### config.mk
export PLATFORM = sky130hd
export DESIGN_NAME = bf_program_loader
export DESIGN_NICKNAME = d
export VERILOG_FILES = /design/src/rtl/bf_program_loader_pkg.sv /design/src/rtl/bf_char_decoder.sv /design/src/rtl/bf_program_loader.sv
export SDC_FILE = /design/constraint.sdc
export NUM_CORES = 1
export LEC_CHECK = 0
export BUFFER_PORTS_ARGS = -buffer_cell sky130_fd_sc_hd__buf_2
export CORE_ASPECT_RATIO = 0.75
export CORE_MARGIN = 4
export CORE_UTILIZATION = 55
export CTS_CLUSTER_DIAMETER = 50
export DETAILED_ROUTE_END_ITERATION = 10
export PLACE_DENSITY = 0.78
export SLEW_MARGIN = 10
export SYNTH_ARGS = -nofsm -noshare
export SYNTH_HDL_FRONTEND = slang
export SYNTH_SLANG_ARGS = --single-unit
### constraint.sdc
create_clock -name i_clock -period 4.6 [get_ports i_clock]
set_input_delay 0 -clock i_clock [delete_from_list [all_inputs] [get_ports i_clock]]
set_output_delay 0 -clock i_clock [all_outputs]
set_load 0.02 [all_outputs]
### src/rtl/bf_program_loader_pkg.sv
// Shared types and constants for the Brainfuck program loader: opcodes,
// error codes, FSM states and the character-decoder result record.
package bf_program_loader_pkg;

    localparam int          DEF_INSTR_W   = 3;
    localparam int          DEF_ADDR_W    = 8;
    localparam int          DEF_DEPTH_W   = 4;
    localparam logic [7:0]  DEF_TERM_CHAR = 8'h00;

    localparam logic [2:0] OP_HALT     = 3'b000;
    localparam logic [2:0] OP_TAPE_INC = 3'b010;
    localparam logic [2:0] OP_TAPE_DEC = 3'b011;
    localparam logic [2:0] OP_PTR_INC  = 3'b100;
    localparam logic [2:0] OP_PTR_DEC  = 3'b101;
    localparam logic [2:0] OP_JMP_FWD  = 3'b110;
    localparam logic [2:0] OP_JMP_BCK  = 3'b111;

    typedef enum logic [1:0] {
        ERR_NONE       = 2'b00,
        ERR_OVERFLOW   = 2'b01,
        ERR_UNBALANCED = 2'b10,
        ERR_DEPTH      = 2'b11
    } err_code_t;

    typedef enum logic [2:0] {
        ST_IDLE,
        ST_LOAD,
        ST_PAD,
        ST_DONE,
        ST_ERR
    } state_t;

    typedef struct packed {
        logic       is_op;
        logic       is_open;
        logic       is_close;
        logic       is_term;
        logic [2:0] opcode;
    } dec_t;

endpackage

### src/rtl/bf_char_decoder.sv
// Combinational classifier: maps one ASCII byte to opcode / bracket /
// terminator flags. Anything unrecognised is a comment (all flags clear).
module bf_char_decoder
    import bf_program_loader_pkg::*;
#(
    parameter logic [7:0] TERM_CHAR = DEF_TERM_CHAR
) (
    input  logic [7:0] i_byte,
    output dec_t       o_dec
);

    always_comb begin
        o_dec = '0;
        case (i_byte)
            8'h2B: begin o_dec.is_op = 1'b1; o_dec.opcode = OP_TAPE_INC; end
            8'h2D: begin o_dec.is_op = 1'b1; o_dec.opcode = OP_TAPE_DEC; end
            8'h3E: begin o_dec.is_op = 1'b1; o_dec.opcode = OP_PTR_INC;  end
            8'h3C: begin o_dec.is_op = 1'b1; o_dec.opcode = OP_PTR_DEC;  end
            8'h5B: begin
                o_dec.is_op   = 1'b1;
                o_dec.is_open = 1'b1;
                o_dec.opcode  = OP_JMP_FWD;
            end
            8'h5D: begin
                o_dec.is_op    = 1'b1;
                o_dec.is_close = 1'b1;
                o_dec.opcode   = OP_JMP_BCK;
            end
            default: ;
        endcase
        // The terminator wins even if it was configured to an opcode character.
        if (i_byte == TERM_CHAR) begin
            o_dec         = '0;
            o_dec.is_term = 1'b1;
        end
    end

endmodule

### src/rtl/bf_program_loader.sv
// Streams ASCII Brainfuck into program memory as 3-bit opcodes, checks
// brackets, depth and length, pads with HALT and then releases the core.
module bf_program_loader
    import bf_program_loader_pkg::*;
#(
    parameter int         INSTR_W   = DEF_INSTR_W,
    parameter int         ADDR_W    = DEF_ADDR_W,
    parameter int         DEPTH_W   = DEF_DEPTH_W,
    parameter logic [7:0] TERM_CHAR = DEF_TERM_CHAR
) (
    input  logic               i_clock,
    input  logic               i_reset_n,
    input  logic               i_start,
    input  logic               i_byte_valid,
    input  logic [7:0]         i_byte,
    output logic               o_byte_ready,
    output logic               o_prgmem_we,
    output logic [ADDR_W-1:0]  o_prgmem_addr,
    output logic [INSTR_W-1:0] o_prgmem_data,
    output logic               o_core_run,
    output logic               o_done,
    output logic               o_error,
    output logic [1:0]         o_err_code,
    output logic [ADDR_W:0]    o_prog_len
);

    localparam logic [ADDR_W:0]    CAPACITY  = {1'b1, {ADDR_W{1'b0}}};
    localparam logic [ADDR_W:0]    LAST_ADDR = {1'b0, {ADDR_W{1'b1}}};
    localparam logic [DEPTH_W-1:0] MAX_DEPTH = {DEPTH_W{1'b1}};

    state_t               state_q, state_d;
    logic [ADDR_W:0]      count_q, count_d;
    logic [DEPTH_W-1:0]   depth_q, depth_d;
    logic                 we_q, we_d;
    logic [ADDR_W-1:0]    addr_q, addr_d;
    logic [INSTR_W-1:0]   data_q, data_d;
    logic                 run_q, run_d;
    logic                 done_q, done_d;
    logic                 error_q, error_d;
    err_code_t            err_code_q, err_code_d;
    logic [ADDR_W:0]      prog_len_q, prog_len_d;

    dec_t                 dec;
    logic                 byte_ready;
    logic                 accept;

    bf_char_decoder #(
        .TERM_CHAR (TERM_CHAR)
    ) u_decoder (
        .i_byte (i_byte),
        .o_dec  (dec)
    );

    // i_start pre-empts any handshake in the same cycle.
    assign byte_ready = (state_q == ST_LOAD) && !i_start;
    assign accept     = i_byte_valid && byte_ready;

    always_comb begin
        state_d    = state_q;
        count_d    = count_q;
        depth_d    = depth_q;
        we_d       = 1'b0;
        addr_d     = addr_q;
        data_d     = data_q;
        run_d      = run_q;
        done_d     = done_q;
        error_d    = error_q;
        err_code_d = err_code_q;
        prog_len_d = prog_len_q;

        if (i_start) begin
            state_d    = ST_LOAD;
            count_d    = '0;
            depth_d    = '0;
            run_d      = 1'b0;
            done_d     = 1'b0;
            error_d    = 1'b0;
            err_code_d = ERR_NONE;
            prog_len_d = '0;
        end else begin
            case (state_q)
                ST_LOAD: begin
                    if (accept && dec.is_term) begin
                        if (depth_q != '0) begin
                            state_d    = ST_ERR;
                            error_d    = 1'b1;
                            err_code_d = ERR_UNBALANCED;
                            run_d      = 1'b0;
                        end else begin
                            prog_len_d = count_q;
                            if (count_q == CAPACITY) begin
                                state_d = ST_DONE;
                                done_d  = 1'b1;
                                run_d   = 1'b1;
                            end else begin
                                state_d = ST_PAD;
                            end
                        end
                    end else if (accept && dec.is_op) begin
                        if (count_q == CAPACITY) begin
                            state_d    = ST_ERR;
                            error_d    = 1'b1;
                            err_code_d = ERR_OVERFLOW;
                            run_d      = 1'b0;
                        end else if (dec.is_open && depth_q == MAX_DEPTH) begin
                            state_d    = ST_ERR;
                            error_d    = 1'b1;
                            err_code_d = ERR_DEPTH;
                            run_d      = 1'b0;
                        end else if (dec.is_close && depth_q == '0) begin
                            state_d    = ST_ERR;
                            error_d    = 1'b1;
                            err_code_d = ERR_UNBALANCED;
                            run_d      = 1'b0;
                        end else begin
                            we_d    = 1'b1;
                            addr_d  = count_q[ADDR_W-1:0];
                            data_d  = INSTR_W'(dec.opcode);
                            count_d = count_q + (ADDR_W+1)'(1);
                            if (dec.is_open) begin
                                depth_d = depth_q + DEPTH_W'(1);
                            end else if (dec.is_close) begin
                                depth_d = depth_q - DEPTH_W'(1);
                            end
                        end
                    end
                end
                // One HALT per cycle from the first unused slot to the top of memory.
                ST_PAD: begin
                    we_d    = 1'b1;
                    addr_d  = count_q[ADDR_W-1:0];
                    data_d  = INSTR_W'(OP_HALT);
                    count_d = count_q + (ADDR_W+1)'(1);
                    if (count_q == LAST_ADDR) begin
                        state_d = ST_DONE;
                        done_d  = 1'b1;
                        run_d   = 1'b1;
                    end
                end
                ST_IDLE, ST_DONE, ST_ERR: ;
                default: state_d = ST_IDLE;
            endcase
        end
    end

    always_ff @(posedge i_clock or negedge i_reset_n) begin
        if (!i_reset_n) begin
            state_q    <= ST_IDLE;
            count_q    <= '0;
            depth_q    <= '0;
            we_q       <= 1'b0;
            addr_q     <= '0;
            data_q     <= '0;
            run_q      <= 1'b0;
            done_q     <= 1'b0;
            error_q    <= 1'b0;
            err_code_q <= ERR_NONE;
            prog_len_q <= '0;
        end else begin
            state_q    <= state_d;
            count_q    <= count_d;
            depth_q    <= depth_d;
            we_q       <= we_d;
            addr_q     <= addr_d;
            data_q     <= data_d;
            run_q      <= run_d;
            done_q     <= done_d;
            error_q    <= error_d;
            err_code_q <= err_code_d;
            prog_len_q <= prog_len_d;
        end
    end

    // A restart pulse holds the core immediately, not one cycle later.
    assign o_core_run    = run_q && !i_start;
    assign o_byte_ready  = byte_ready;
    assign o_prgmem_we   = we_q;
    assign o_prgmem_addr = addr_q;
    assign o_prgmem_data = data_q;
    assign o_done        = done_q;
    assign o_error       = error_q;
    assign o_err_code    = err_code_q;
    assign o_prog_len    = prog_len_q;

endmodule

# Word-level counts from Yosys, hierarchy flattened
# Index checks and enable logic that the tools add are counted.
word_totals:
  ff_bits: 42
  output_inout_bits: 27
  in_bits: 12
  wordCells: 166
classes:
  mux: 84
  addsub: 3
  n_bitwise: 1
  n_eq_ne: 37
  n_reduce_logical: 30
op_table:
  columns: ["cell", "count"]
  rows:
  - ["$mux 9", 10]
  - ["$mux 8", 5]
  - ["$mux 3", 13]
  - ["$mux 4", 9]
  - ["$eq 8x6->1 const B", 4]
  - ["$mux 1", 30]
  - ["$ne 2x2->1 const B", 10]
  - ["$ne 3x3->1 const B", 6]
  - ["$pmux 3 s6", 1]
  - ["$pmux 9 s2", 1]
  - ["$eq 8x7->1 const B", 2]
  - ["$mux 2", 8]
  - ["$pmux 8 s2", 1]
  - ["$reduce_and 7->1", 2]
  - ["$ne 3x2->1 const B", 4]
  - ["$reduce_and 5->1", 2]
  - ["$add 9x1->9 const B", 1]
  - ["$eq 9x8->1 const B", 1]
  - ["$eq 9x9->1 const B", 1]
  - ["$pmux 3 s3", 1]
  - ["$reduce_bool 3->1", 3]
  - ["$logic_not 8->1", 1]
  - ["$reduce_and 4->1", 2]
  - ["$reduce_bool 2->1", 4]
  - ["24 further kinds", 33]

# Logic depth before layout (Yosys ltp)
depth:
  ltp_word: 13
  mapped_depth: 10
  ltp_nobuf: 10

# By module
# From an unflattened synthesis, not the netlist that was laid out.
hier_totals:
  hier_cells: 229
  hier_area_um2: 2273.4
by_module_without_submodules:
  columns: ["mod", "cells_each", "instances", "area_per_inst_um2"]
  rows:
  - ["bf_program_loader", 207, 1, 2107.0]
  - ["bf_char_decoder", 22, 1, 166.4]

# Worst setup path after synthesis
# No wires, ideal clock.
synth_timing:
  path_kind: "reg-to-reg"
  startpoint: "register state_q[1]"
  endpoint: "register count_q[5]"
  period_less_slack_ns: 2.411
  arrival_ns: 2.333
  setup_ns: 0.078
  path_stages_with_launch: 8
  n_path_buf: 1
  slack_ns: 2.189
  cell_sequence: "dfrtp_1 -> or3b_2 -> nor2_2 -> o2111a_4 -> a21oi_4 -> buf_6 -> or4_1 -> a21oi_1"
synth_between:
  elab_chain_cells: 6
  elab_cells_between_ends: 15
  classes_between: "eq/ne: 7; mux: 2; reduce/logical: 6"
synth_rtl:
  columns: ["element", "line", "source"]
  rows:
  - ["from (decl)", "bf_program_loader.sv:31", "state_t state_q, state_d;"]
  - ["from (signal assigned)", "bf_program_loader.sv:160", "state_q <= state_d;"]
  - ["$eq 3x1->1 (*)", "bf_program_loader.sv:55", "assign byte_ready = (state_q == ST_LOAD) && !i_start;"]
  - ["$logic_and 1x1->1 (*)", "bf_program_loader.sv:55", null]
  - ["net o_byte_ready", "bf_program_loader.sv:16", "output logic o_byte_ready,"]
  - ["$logic_and 1x1->1 (*)", "bf_program_loader.sv:56", "assign accept = i_byte_valid && byte_ready;"]
  - ["$logic_and 1x1->1, on equally long branches", "bf_program_loader.sv:99, bf_program_loader.sv:83", null]
  - ["$ne 3x2->1 (no line) / $ne 3x3->1 (equally long branches)", null, null]
  - ["$reduce_and 6->1 (no line) (*)", null, null]
  - ["to (signal assigned)", "bf_program_loader.sv:161", "count_q <= count_d;"]
  - ["to (decl)", "bf_program_loader.sv:32", "logic [ADDR_W:0] count_q, count_d;"]
# The timed path passes the listed nets; every way through them passes the cells marked *.
# A chain may end at the register's enable or synchronous reset.

# Worst setup path in the final report
layout_timing:
  startpoint: "input port i_byte[1]"
  endpoint: "register count_q[8]"
layout_between:
  elab_chain_cells: 7
  elab_cells_between_ends: 21
  classes_between: "eq/ne: 10; mux: 4; reduce/logical: 7"
layout_rtl:
  columns: ["element", "line", "source"]
  rows:
  - ["from (decl)", "bf_program_loader.sv:15", "input logic [7:0] i_byte,"]
  - ["$eq 8x6->1 / $eq 8x7->1 (equally long branches)", "bf_char_decoder.sv:14", "case (i_byte)"]
  - ["$reduce_or 6->1 (no line)", null, null]
  - ["$mux 1", "bf_char_decoder.sv:14", null]
  - ["$mux 7 (*)", "bf_char_decoder.sv:32", "if (i_byte == TERM_CHAR) begin"]
  - ["$logic_and 1x1->1", "bf_program_loader.sv:99", "end else if (accept && dec.is_op) begin"]
  - ["$ne 3x2->1 (no line)", null, null]
  - ["$reduce_and 6->1 (no line) (*)", null, null]
# Every way passes the cells marked *; elsewhere a longest branch is shown, timed or not.

==> flow_results.org <==
** Logic synthesis
- Yosys mapped a number of flops with a built-in enable equal to 0.
- The number of different library cells used by synthesis comes to 50.
- The synthesized design contains 42 register bits.
- Mean Syn Cell Area :: 9.76 um2
- When the netlist entered floorplanning its net count stood at 250.
- Summing every instance area after synthesis gives 2260 um2.
- Number of warnings printed during yosys synthesis :: 0
- Proportion of synthesized flip-flops having asynchronous set or reset :: 1.00
- The share of the Yosys chip area taken by registers is 0.464.
- After technology mapping, the gate count stands at 232.
- The most used flip-flop cell after synthesis is sky130_fd_sc_hd__dfrtp_1.

** Detailed routing
- Using the TritonRoute via totals, the vias-per-cell ratio works out to 5.84.
- Total Wirelength :: 5.10 mm
- Detailed-routing iteration count for the pre-antenna-repair pass :: 4
- Vias after detailed routing :: 1893
- After detailed routing, the average wire length per cell comes to 15.7 um.
- DRT iter0 DRCs :: 116
- Drc violations :: 0
- Once detail routing completed, the nets flagged for antenna violations numbered 0.

** Clocking
- Gates resized during post-CTS repair numbered 0.
- The later pin in the worst-skew pair is clocked with a latency of 0.30 ns.
- Post-CTS repair timing setup buffer count :: 0
- Maximum root-to-sink buffer count :: 2
- Hold_buf cts :: 2
- After clock tree synthesis, the clock-pin slew on the worst setup and hold paths is 0.08 ns.
- The H-tree was split into 2 levels.
- Clock root buffer :: sky130_fd_sc_hd__clkbuf_8
- For this design, the sink count on the clock tree is 42.
- Clock buffers created by TritonCTS :: 5
- TritonCTS built the clock tree.

** Final layout
- Once layout is complete, the utilization of the core stands at 0.693.
- The finished cells cover 2640 um2.
- Count of non-filler cells in the finished layout :: 324
- For this run, the post-layout net count is 289.
- The area growth from synthesis to layout is 16.5%.
- Ratio of cells with drive above 1 in the final layout :: 0.243
- 0 antenna diodes ended up in the layout.

** Power and ir drop
- Leak :: 1.26 nW
- Peak supply drop :: 0.000230 V
- Power spread over the standard cell area amounts to 439 nW/um2.

** Placed design
- Port bufs :: 38
- Placed wire-length estimate after detailed placement :: 3.68 mm
- DP Area :: 2480 um2
- Final GP Congestion :: 0.853
- Including well taps, the total number of placed cells is 314.

** STA
- The hold violation total from the final report came to 0.
- Setup repair after global routing missed its margin :: false
- Post-layout min period :: 2.81 ns
- Number of pins with negative max-slew slack in the final report :: 0
- Sum Neg Setup Slack :: 0 ns
- At the pin with the least slew margin, the transition time is 1.10 ns.
- Period utilization :: 0.611
- Between clock sinks in the finished design, the worst skew comes to 0.00768 ns.
- Worst max-slew margin expressed relative to the limit :: 0.266
- Final setup violation count :: 0
- Highest clock frequency the design can meet :: 356 MHz

** Floorplanning
- Starting Density :: 0.595
- Measured along the y axis, the die boundary spans 63.6 um.
- Placeable core region :: 3800 um2
- Number of top-level pins :: 39
- The die is 82.1 um wide.
- Row generation in the floorplan step produced 19 rows.
- The floorplan step defined a die boundary enclosing 5220 um2.

** Hold path
- The worst hold path belongs to the class primary input to flip-flop.
- HP Start :: i_byte_valid

** Run status
- The run finished with clean final reports.

** Worst setup path
- Grouping stages by cell kind, the critical path spends the most delay in simple AND/OR/NAND/NOR gates.
- The critical path contains buffers and inverters numbering 2 combined.
- Stage delay of the slowest cell on the critical path :: 0.87 ns
- By instance count, the cell type seen most on the critical path is sky130_fd_sc_hd__nor2_1.
- Start point of the critical path :: i_byte[1]
- The worst setup path is launched from a primary input.
- For the worst setup path, the data arrival time is 3.02 ns.
- The worst setup path is of the primary input to flip-flop kind.
- Slowest cell on the critical path :: sky130_fd_sc_hd__a21oi_1
- STA puts the critical path data required time at 4.81 ns.
- Critical Path End Type :: flip-flop
- The signal on the critical path passes through dlygate4sd3_1 > buf_2 > or4_1 > nor2_1 > nand2_1 > a21oi_1 > nor2_1 > a211oi_1.
- Worst Path Max Fanout :: 15
- In this run the critical register-to-register path is launched from depth_q[1].

** Global route
- The total overflow left after global routing is 0.
- Entering global routing, the biggest net connects 43 pins.
- The number of antenna violations at the first check in global routing is 0.
- The number of global-route vias before repair came to 1743.
- Wire length of the first global-routing pass :: 8.60 mm
- In the global route stage, overall resource usage came out at 0.215.

** Flow run
- Max-Cap Viols :: 0
==> cell usage after synthesis, drive strengths merged, types with 4 or more instances <==
master	n	area share
nand2	35	0.058
nor2	12	0.021
xnor2	4	0.015
o31ai	8	0.027
nand3	7	0.015
clkbuf	5	0.0083
inv	14	0.023
a211oi	4	0.019
o21ai	16	0.035
dfrtp	42	0.46
a21oi	16	0.040
or4	10	0.035
mux2	6	0.030
or3	5	0.014
nor3	4	0.016
ha	5	0.028
==> tightest hold or removal path, delay by kind of cell <==
kind	cells	cell delay, ns
AOI/OAI and AO/OA	2	0.21
buffers and inverters	1	0.15
==> layer usage <==
layer,vias to the layer above,share of wire,global-route usage
met5,-,0,0
met4,0,0.011,0.0560
met3,8,0.079,0.0470
met2,77,0.41,0.293
met1,889,0.50,0.338
li1,919,-,-
==> cell usage in the layout, fill, tap and decap left out, drive strengths merged, types with 2 or more instances in the layout <==
cell,n
inv,14
o211ai,2
nand3,7
nor4,3
dlygate4sd3,2
nor3,4
nor2,12
bufinv,2
nand4,2
or2,3
a21oi,16
or4,10
buf,38
o21ai,16
a211oi,4
clkbuf,5
mux2,6
ha,5
o21a,2
o2bb2ai,2
nand2,35
or4b,2
dfrtp,42
o31ai,8
or3,5
a21o,3
xnor2,4
==> cell type report <==
type                       count  area (um2)
timing repair buffer          40         210
clock inverter                 3        68.8
sequential                    42        1050
fill                         308        1170
inverter                      14        52.6
tap                           52        65.1
multi-input combinational    168        1120
clock buffer                   5        68.8
==> registers in the layout (all words and copies together), names as in the netlist <==
name,count
count_q,9
depth_q,4
o_done,1
o_err_code,2
o_error,1
o_prgmem_addr,8
o_prgmem_data,3
o_prgmem_we,1
o_prog_len,9
run_q,1
state_q,3
==> path summary, 6_finish.rpt <==
path	end	cells after the start	slack [ns]
worst max-delay path	count_q[8]	8	1.79
worst min-delay path	o_err_code[1]	3	0.11
worst max register to register	run_q	5	1.93
worst min register to register	o_prgmem_data[0]	2	0.49
max in group asynchronous	count_q[6]	2	3.65
min in group asynchronous	depth_q[1]	2	0.37
==> logic make-up (layout without fill, tap and decap cells) <==
| kind of cell | Yosys count | in the layout | share of synthesized area |
|---|---|---|---|
| muxes | 7 | 7 | 0.0343 |
| and+or+nand+nor | 90 | 90 | 0.217 |
| adders and majority gates | 6 | 6 | 0.0365 |
| xor gates and xnor gates | 4 | 4 | 0.0155 |
| AOI/OAI and AO/OA | 61 | 61 | 0.192 |
| buffers and inverters | 22 | 62 | 0.0409 |
| DFF | 42 | 42 | 0.464 |
==> per-stage QoR <==
stage	hold slack [ns]	total power, W	worst slack (ns)
6_report	0.112	0.00116	1.79
5_1_grt	0.128	0.00122	1.59
4_1_cts	0.0971	0.00116	1.84
3_5_place_dp	0.180	0.000806	1.96
3_3_place_gp	0.195	0.000796	2.01
2_1_floorplan	-0.296	0.000717	2.19
==> power by group <==
group / switching, W / total (W) / internal [W]
logic: 0.000251 / 0.000365 / 0.000115
clock network: 0.000131 / 0.000348 / 0.000217
registers: 0.0000351 / 0.000445 / 0.000409
total: 0.000417 / 0.00116 / 0.000741
Note: power is estimated with default switching activity, not from simulation.
